## src/rtl/sign_accumulate_lenet.sv

```systemverilog
`timescale 1ns/1ps
// sign_accumulate_lenet
//   Sign-weighted dot-product accumulator for binarised-weight LeNet layers.
//   Sign words (one bit per lane, 1 = negative) are queued in a 4-entry FIFO
//   and paired with product beats in arrival order. Each beat is reduced to a
//   signed lane sum (stage 1). The sums are accumulated over REPEAT_LENGTH
//   beats (stage 2), and the row total is narrowed onto result_out.
//
//   Optional build macro: SIGN_ACC_SATURATE_EN
//     defined   -> accumulator-to-output narrowing saturates
//     undefined -> narrowing keeps the low OUT_BITWIDTH bits (wraps)
//
// Ports
//   clk               rising-edge clock
//   rst               synchronous active-high reset
//   layer             one-hot layer select, latched at integration_start
//   integration_start one-cycle pulse that starts a layer
//   sign_in/valid     sign word and its qualifier (FIFO push)
//   product_in/valid  packed unsigned lane products and qualifier (FIFO pop)
//   result_out        signed row result, held between result_valid pulses
//   result_valid      one-cycle pulse per completed row
//   row_index         row number belonging to result_out
//   layer_done        pulses together with the final row of the layer
//   align_error       sticky FIFO overflow/underflow flag
module sign_accumulate_lenet #(
  parameter int unsigned WEIGHT_SIGN_BITWIDTH  = 16,
  parameter int unsigned PRODUCT_BITWIDTH      = 8,
  parameter int unsigned ACC_BITWIDTH          = 24,
  parameter int unsigned OUT_BITWIDTH          = 16,
  parameter int unsigned LAYER_1_REPEAT_LENGTH = 49,
  parameter int unsigned LAYER_2_REPEAT_LENGTH = 19,
  parameter int unsigned LAYER_3_REPEAT_LENGTH = 7,
  parameter int unsigned LAYER_1_ROWS          = 300,
  parameter int unsigned LAYER_2_ROWS          = 100,
  parameter int unsigned LAYER_3_ROWS          = 10
) (
  input  logic                                         clk,
  input  logic                                         rst,
  input  logic [2:0]                                   layer,
  input  logic                                         integration_start,
  input  logic [WEIGHT_SIGN_BITWIDTH-1:0]              sign_in,
  input  logic                                         sign_valid,
  input  logic [WEIGHT_SIGN_BITWIDTH*PRODUCT_BITWIDTH-1:0] product_in,
  input  logic                                         product_valid,
  output logic [OUT_BITWIDTH-1:0]                      result_out,
  output logic                                         result_valid,
  output logic [8:0]                                   row_index,
  output logic                                         layer_done,
  output logic                                         align_error
);

  localparam int unsigned NL = WEIGHT_SIGN_BITWIDTH;

  localparam logic [15:0] L1_REP  = 16'(LAYER_1_REPEAT_LENGTH);
  localparam logic [15:0] L2_REP  = 16'(LAYER_2_REPEAT_LENGTH);
  localparam logic [15:0] L3_REP  = 16'(LAYER_3_REPEAT_LENGTH);
  localparam logic [8:0]  L1_ROWS = 9'(LAYER_1_ROWS);
  localparam logic [8:0]  L2_ROWS = 9'(LAYER_2_ROWS);
  localparam logic [8:0]  L3_ROWS = 9'(LAYER_3_ROWS);

  typedef enum logic {S_IDLE, S_ACCUM} state_e;

  state_e state_q, state_d;
  logic   accept_en;

  // Layer configuration
  logic [2:0]  layer_q;
  logic [15:0] rep_len;
  logic [8:0]  row_total;
  logic        layer_onehot;

  // Sign FIFO
  logic [NL-1:0] fifo_q [4];
  logic [1:0]    wr_ptr_q, rd_ptr_q;
  logic [2:0]    count_q, count_d;
  logic          fifo_empty, fifo_full;
  logic          push_req, pop_req, do_push, do_pop;
  logic          overflow, underflow, beat_acc;
  logic [NL-1:0] beat_sign;

  // Beat/row bookkeeping
  logic [15:0] beat_cnt_q;
  logic [8:0]  row_cnt_q;
  logic        last_beat, last_row;

  // Stage 1: signed lane reduction
  logic signed [ACC_BITWIDTH-1:0] lane_sum, lane_mag;
  logic signed [ACC_BITWIDTH-1:0] s1_sum_q;
  logic                           s1_valid_q, s1_last_q, s1_done_q;
  logic [8:0]                     s1_row_q;

  // Stage 2: row accumulation
  logic signed [ACC_BITWIDTH-1:0] acc_q, fin_q;
  logic                           fin_valid_q, fin_done_q;
  logic [8:0]                     fin_row_q;
  logic [OUT_BITWIDTH-1:0]        narrowed;

  // Output registers
  logic [OUT_BITWIDTH-1:0] result_out_q;
  logic                    result_valid_q, layer_done_q, align_error_q;
  logic [8:0]              row_index_q;

  assign layer_onehot = (layer == 3'b001) || (layer == 3'b010) || (layer == 3'b100);

  always_comb begin
    case (layer_q)
      3'b010:  begin rep_len = L2_REP; row_total = L2_ROWS; end
      3'b100:  begin rep_len = L3_REP; row_total = L3_ROWS; end
      default: begin rep_len = L1_REP; row_total = L1_ROWS; end
    endcase
  end

  // ---------------- FSM: state register ----------------
  always_ff @(posedge clk) begin
    if (rst) state_q <= S_IDLE;
    else     state_q <= state_d;
  end

  // ---------------- FSM: next state ----------------
  always_comb begin
    state_d = state_q;
    if (integration_start)
      state_d = layer_onehot ? S_ACCUM : S_IDLE;
    else if (state_q == S_ACCUM && beat_acc && last_beat && last_row)
      state_d = S_IDLE;
  end

  // ---------------- FSM: outputs ----------------
  always_comb begin
    accept_en = (state_q == S_ACCUM);
  end

  // FIFO control. A push and pop together on an empty FIFO bypasses the
  // storage; on a full FIFO the head is read while the same slot is rewritten.
  assign fifo_empty = (count_q == 3'd0);
  assign fifo_full  = (count_q == 3'd4);
  assign push_req   = sign_valid && !integration_start;
  assign pop_req    = product_valid && accept_en && !integration_start;
  assign do_push    = push_req && (!fifo_full || pop_req) && !(fifo_empty && pop_req);
  assign do_pop     = pop_req && !fifo_empty;
  assign overflow   = push_req && fifo_full && !pop_req;
  assign underflow  = pop_req && fifo_empty && !push_req;
  assign beat_acc   = pop_req && (!fifo_empty || push_req);
  assign beat_sign  = fifo_empty ? sign_in : fifo_q[rd_ptr_q];
  assign count_d    = count_q + 3'(do_push) - 3'(do_pop);

  assign last_beat  = (beat_cnt_q == rep_len - 16'd1);
  assign last_row   = (row_cnt_q == row_total - 9'd1);

  always_comb begin
    lane_sum = '0;
    lane_mag = '0;
    for (int unsigned i = 0; i < NL; i++) begin
      lane_mag = ACC_BITWIDTH'(product_in[PRODUCT_BITWIDTH*i +: PRODUCT_BITWIDTH]);
      if (beat_sign[i]) lane_sum = lane_sum - lane_mag;
      else              lane_sum = lane_sum + lane_mag;
    end
  end

`ifdef SIGN_ACC_SATURATE_EN
  localparam logic signed [ACC_BITWIDTH-1:0] OUT_MAX =
    {{(ACC_BITWIDTH-OUT_BITWIDTH+1){1'b0}}, {(OUT_BITWIDTH-1){1'b1}}};
  localparam logic signed [ACC_BITWIDTH-1:0] OUT_MIN =
    {{(ACC_BITWIDTH-OUT_BITWIDTH+1){1'b1}}, {(OUT_BITWIDTH-1){1'b0}}};

  always_comb begin
    if (fin_q > OUT_MAX)      narrowed = OUT_MAX[OUT_BITWIDTH-1:0];
    else if (fin_q < OUT_MIN) narrowed = OUT_MIN[OUT_BITWIDTH-1:0];
    else                      narrowed = fin_q[OUT_BITWIDTH-1:0];
  end
`else
  logic unused_fin_hi;
  assign unused_fin_hi = ^fin_q[ACC_BITWIDTH-1:OUT_BITWIDTH];
  assign narrowed      = fin_q[OUT_BITWIDTH-1:0];
`endif

  // FIFO storage carries no reset; occupancy is tracked by the pointers.
  always_ff @(posedge clk) begin
    if (!rst && !integration_start && do_push)
      fifo_q[wr_ptr_q] <= sign_in;
  end

  always_ff @(posedge clk) begin
    if (rst) begin
      layer_q        <= 3'b001;
      wr_ptr_q       <= '0;
      rd_ptr_q       <= '0;
      count_q        <= '0;
      beat_cnt_q     <= '0;
      row_cnt_q      <= '0;
      s1_valid_q     <= 1'b0;
      s1_sum_q       <= '0;
      s1_last_q      <= 1'b0;
      s1_done_q      <= 1'b0;
      s1_row_q       <= '0;
      acc_q          <= '0;
      fin_q          <= '0;
      fin_valid_q    <= 1'b0;
      fin_done_q     <= 1'b0;
      fin_row_q      <= '0;
      result_out_q   <= '0;
      result_valid_q <= 1'b0;
      row_index_q    <= '0;
      layer_done_q   <= 1'b0;
      align_error_q  <= 1'b0;
    end else if (integration_start) begin
      if (layer_onehot) layer_q <= layer;
      wr_ptr_q       <= '0;
      rd_ptr_q       <= '0;
      count_q        <= '0;
      beat_cnt_q     <= '0;
      row_cnt_q      <= '0;
      s1_valid_q     <= 1'b0;
      acc_q          <= '0;
      fin_valid_q    <= 1'b0;
      result_valid_q <= 1'b0;
      layer_done_q   <= 1'b0;
      align_error_q  <= 1'b0;
    end else begin
      if (do_push) wr_ptr_q <= wr_ptr_q + 2'd1;
      if (do_pop)  rd_ptr_q <= rd_ptr_q + 2'd1;
      count_q <= count_d;
      if (overflow || underflow) align_error_q <= 1'b1;

      // Stage 1: row position travels with the beat so stage 2 needs no counters
      s1_valid_q <= beat_acc;
      if (beat_acc) begin
        s1_sum_q   <= lane_sum;
        s1_last_q  <= last_beat;
        s1_row_q   <= row_cnt_q;
        s1_done_q  <= last_beat && last_row;
        beat_cnt_q <= last_beat ? '0 : beat_cnt_q + 16'd1;
        if (last_beat) row_cnt_q <= last_row ? '0 : row_cnt_q + 9'd1;
      end

      // Stage 2
      fin_valid_q <= s1_valid_q && s1_last_q;
      if (s1_valid_q) begin
        if (s1_last_q) begin
          fin_q      <= acc_q + s1_sum_q;
          fin_row_q  <= s1_row_q;
          fin_done_q <= s1_done_q;
          acc_q      <= '0;
        end else begin
          acc_q <= acc_q + s1_sum_q;
        end
      end

      // Output
      result_valid_q <= fin_valid_q;
      layer_done_q   <= fin_valid_q && fin_done_q;
      if (fin_valid_q) begin
        result_out_q <= narrowed;
        row_index_q  <= fin_row_q;
      end
    end
  end

  assign result_out   = result_out_q;
  assign result_valid = result_valid_q;
  assign row_index    = row_index_q;
  assign layer_done   = layer_done_q;
  assign align_error  = align_error_q;

endmodule

```

## config.mk

```make
export PLATFORM = sky130hd
export DESIGN_NAME = sign_accumulate_lenet
export DESIGN_NICKNAME = d
export VERILOG_FILES = /design/src/rtl/sign_accumulate_lenet.sv
export SDC_FILE = /design/constraint.sdc
export NUM_CORES = 1
export LEC_CHECK = 0
export CAP_MARGIN = 10
export CORE_MARGIN = 8
export CORE_UTILIZATION = 55
export DETAILED_ROUTE_END_ITERATION = 8
export GPL_TIMING_DRIVEN = 1
export PLACE_DENSITY_LB_ADDON = 0.3
export SLEW_MARGIN = 0
export SYNTH_ARGS = -nofsm -noshare
export SYNTH_HDL_FRONTEND = slang
export SYNTH_SLANG_ARGS = --single-unit
```

## constraint.sdc

```tcl
create_clock -name clk -period 60.8 [get_ports clk]
set_input_delay 12.16 -clock clk [delete_from_list [all_inputs] [get_ports clk]]
set_output_delay 12.16 -clock clk [all_outputs]
set_load 0.005 [all_outputs]
```

==> impl_metrics.json <==
{
  "status": "finished, final reports clean",
  "cts.clk_slew.worst_paths_ns": 0.07,
  "die_area_um2": 44200,
  "num_rows": 71,
  "synth_area_um2": 20800,
  "path_max_fanout": 15,
  "antenna_found_initial": 10,
  "cts_resized": 0,
  "hold_depth": 2,
  "syn_nets": 2997,
  "slowest_delay_ns": 0.75,
  "dr.pass1.iters": 5,
  "setup_viol": 0,
  "htree_levels": 1,
  "grt_pass1_vias": 18100,
  "wl_per_cell_um": 15.4,
  "fillCellCount": 3164,
  "synth_flop_cell": "dfxtp_1",
  "nNetsFinal": 3150,
  "fmax_ghz": 0.0340,
  "area_delta_synth_final_pct": 14.3,
  "gp_congestion": 0.898,
  "worst-path-buf-inv": 4,
  "synth_top_area_share_pct": 16.7,
  "finalCritPeriodShare_pct": 48.4,
  "ys_async_sr_fraction_pct": 0,
  "via_count": 18300,
  "yosysSeqAreaShare_pct": 22.5,
  "synth_cells": 2550,
  "hold_path.startpoint": "fin_row_q[8]",
  "cts_tree": "done",
  "critPathLaunchType": "input port",
  "synth_edf_count": 64,
  "port_buffers": 179,
  "root_buffer": "clkbuf_16",
  "critical_path_class": "input port to flip-flop",
  "cp_common_cell": "ha_1",
  "clock_skew_ns": 0.00876,
  "post_cts_buffers": 0,
  "crit_family": "compound AO/OA/AOI/OAI gates",
  "die_y_um": 210,
  "ys_warn_count": 0,
  "setup_tns_ns": 0,
  "worst_pin_slew_ns": 1.14,
  "synth_cell_types": 71,
  "coreArea_um2": 37400,
  "clock_latency_ns": 0.50,
  "drv_slew": 0,
  "grt-ovfl-total": 0,
  "post-dp-hpwl_um": 39500,
  "drt_iter0_markers": 926,
  "holdCritPathClass": "flip-flop to flip-flop",
  "rrSetupSlack_ns": 42.48,
  "timing.final.crit_period_ns": 29.44,
  "cts_sinks": 201,
  "num_io_pins": 180,
  "die_x_um": 210,
  "yosys_register_bits": 201,
  "routed_wl_um": 49900,
  "endpoint_kind": "flip-flop",
  "synth.most_common_cell": "ha_1",
  "hold_violations": 0,
  "synthTopCellsByCount": "278 x ha_1, 272 x a21oi_1, 229 x nand2_1, 224 x nor2_1, 190 x xnor2_1",
  "cts_buffers": 21,
  "hold_buffers": 0,
  "cap_violations": 0,
  "ff2ff_path_depth": 75,
  "clockBufferDepth": 3,
  "critical_path.slowest_cell": "a21oi_1",
  "rsz0062_at_grt": "false",
  "antenna_left": 0,
  "grt_use_total_pct": 21.9,
  "cp.required_ns": 61.20,
  "grt_max_degree": 85,
  "vias_per_cell": 5.66,
  "hold_path_end": "row_index[8]",
  "drc": 0,
  "grt_pass1_wl_um": 83900,
  "initial_core_util_pct": 55.5,
  "yosysTopAreaCell": "ha_1",
  "r2r-end": "s1_sum_q[15]",
  "crit_arrival_ns": 29.83,
  "syn_avg_cell_area_um2": 8.15,
  "relSlewSlack_pct": 22.2,
  "netlist_top_cells_area": "ha_1 17%, dfxtp_1 13%, edfxtp_1 9.3%, xnor2_1 8.0%, a21oi_1 6.6%",
  "drive_gt1_share_pct": 3.86
}
layout make-up:
class                      count  area [um2]  area share (%)
antenna                        8        20.0          0.0844
clock buffer                  29         628            2.65
clock inverter                 8        75.1           0.316
inverter                     187         702            2.96
multi-input combinational   2104       15100            63.8
sequential                   201        4660            19.7
tap                          511         639            2.69
timing repair buffer         188        1850            7.81
sequential cells by signal, indices dropped and copies added, names as in the netlist, named ones only:
signal,flops
acc_q,16
accept_en,1
align_error,1
beat_cnt_q,16
count_q,3
fifo_q,64
fin_done_q,1
fin_q,16
fin_row_q,9
fin_valid_q,1
layer_done,1
layer_q,3
rd_ptr_q,2
result_out,16
result_valid,1
row_cnt_q,9
row_index,9
s1_done_q,1
s1_last_q,1
s1_row_q,9
s1_sum_q,16
s1_valid_q,1
wr_ptr_q,2
layout by cell type (no fill, tap or decap), types with 13 or more instances in the layout:
master / netlist / final
nand3_1: 32 / 32
clkbuf_16: 0 / 23
and3_1: 13 / 13
o211ai_1: 19 / 19
xor2_1: 105 / 105
a31oi_1: 22 / 22
xnor2_1: 190 / 190
edfxtp_1: 64 / 64
a21oi_1: 272 / 272
fa_1: 17 / 17
mux2i_1: 17 / 17
ha_1: 278 / 278
o21bai_1: 57 / 57
dfxtp_1: 137 / 137
nor2_1: 224 / 224
nand2_1: 229 / 229
nor3_1: 48 / 48
nand2b_1: 30 / 30
inv_1: 187 / 187
o31ai_1: 26 / 26
or3_1: 26 / 26
o21ai_0: 153 / 153
mux4_2: 16 / 16
a21o_1: 64 / 64
nor2b_1: 59 / 59
o21a_1: 25 / 25
clkdlybuf4s50_1: 0 / 178
nor4_1: 18 / 18
worst reg2reg max path: cells and delay by family, from the launching register on:
| kind | cells | cell delay (ns) |
|---|---|---|
| adder cells (fa/ha/maj) | 15 | 5.00 |
| multiplexers | 1 | 0.60 |
| AND/OR/NAND/NOR | 19 | 5.20 |
| AO/OA/AOI/OAI | 32 | 5.64 |
| XOR/XNOR | 4 | 0.87 |
| flip-flops | 1 | 0.30 |
| buffers and inverters | 4 | 0.63 |
worst max-delay path by stage:
| stage | slack, ns | endpoint | cells past startpoint | startpoint |
|---|---|---|---|---|
| after detailed placement | 31.00 | s1_sum_q[15] | 75 | sign_in[1] |
| after floorplan | 33.04 | s1_sum_q[15] | 74 | sign_in[1] |
| after CTS | 31.49 | s1_sum_q[15] | 75 | sign_in[1] |
| after global placement | 31.69 | s1_sum_q[15] | 75 | sign_in[1] |
| final | 31.37 | s1_sum_q[15] | 75 | sign_in[1] |
| after global routing | 30.13 | s1_sum_q[15] | 75 | sign_in[1] |
stage by stage:
| stage | cells | cell area, um2 | utilization (%) | setup WS [ns] | hold slack [ns] |
|---|---|---|---|---|---|
| 2_1_floorplan | 2550 | 20800 | - | 33.04 | 0.432 |
| 3_3_place_gp | 3191 | 23000 | 61.5 | 31.69 | 0.445 |
| 3_5_place_dp | 3191 | 23000 | 61.5 | 31.00 | 0.444 |
| 4_1_cts | 3228 | 23700 | 63.4 | 31.49 | 0.456 |
| 5_1_grt | 3235 | 23700 | 63.5 | 30.13 | 0.470 |
| 6_report | 3236 | 23700 | 63.5 | 31.37 | 0.456 |
routing by layer:
layer / vias to the layer above / GRT usage (%) / routed length [um]
li1: 9339 / - / -
met1: 8535 / 27.4 / 22700
met2: 343 / 39.5 / 24200
met3: 84 / 2.64 / 1830
met4: 4 / 5.59 / 1110
met5: - / 0 / 27
cells by family (layout without fill, tap and decap cells):
group | count (synthesis) | count (layout) | share of synthesized area [%]
AO/OA/AOI/OAI | 702 | 702 | 20.5
XOR/XNOR | 303 | 303 | 13.3
adder cells (fa/ha/maj) | 295 | 295 | 18.4
buffers and inverters | 245 | 412 | 4.61
flip-flops | 201 | 201 | 22.5
multiplexers | 45 | 45 | 3.36
other | 0 | 8 | 0
AND/OR/NAND/NOR | 759 | 759 | 17.4
Power is not shown: default switching activity piles up to over one toggle a cycle in this logic, so the estimate is an artifact.
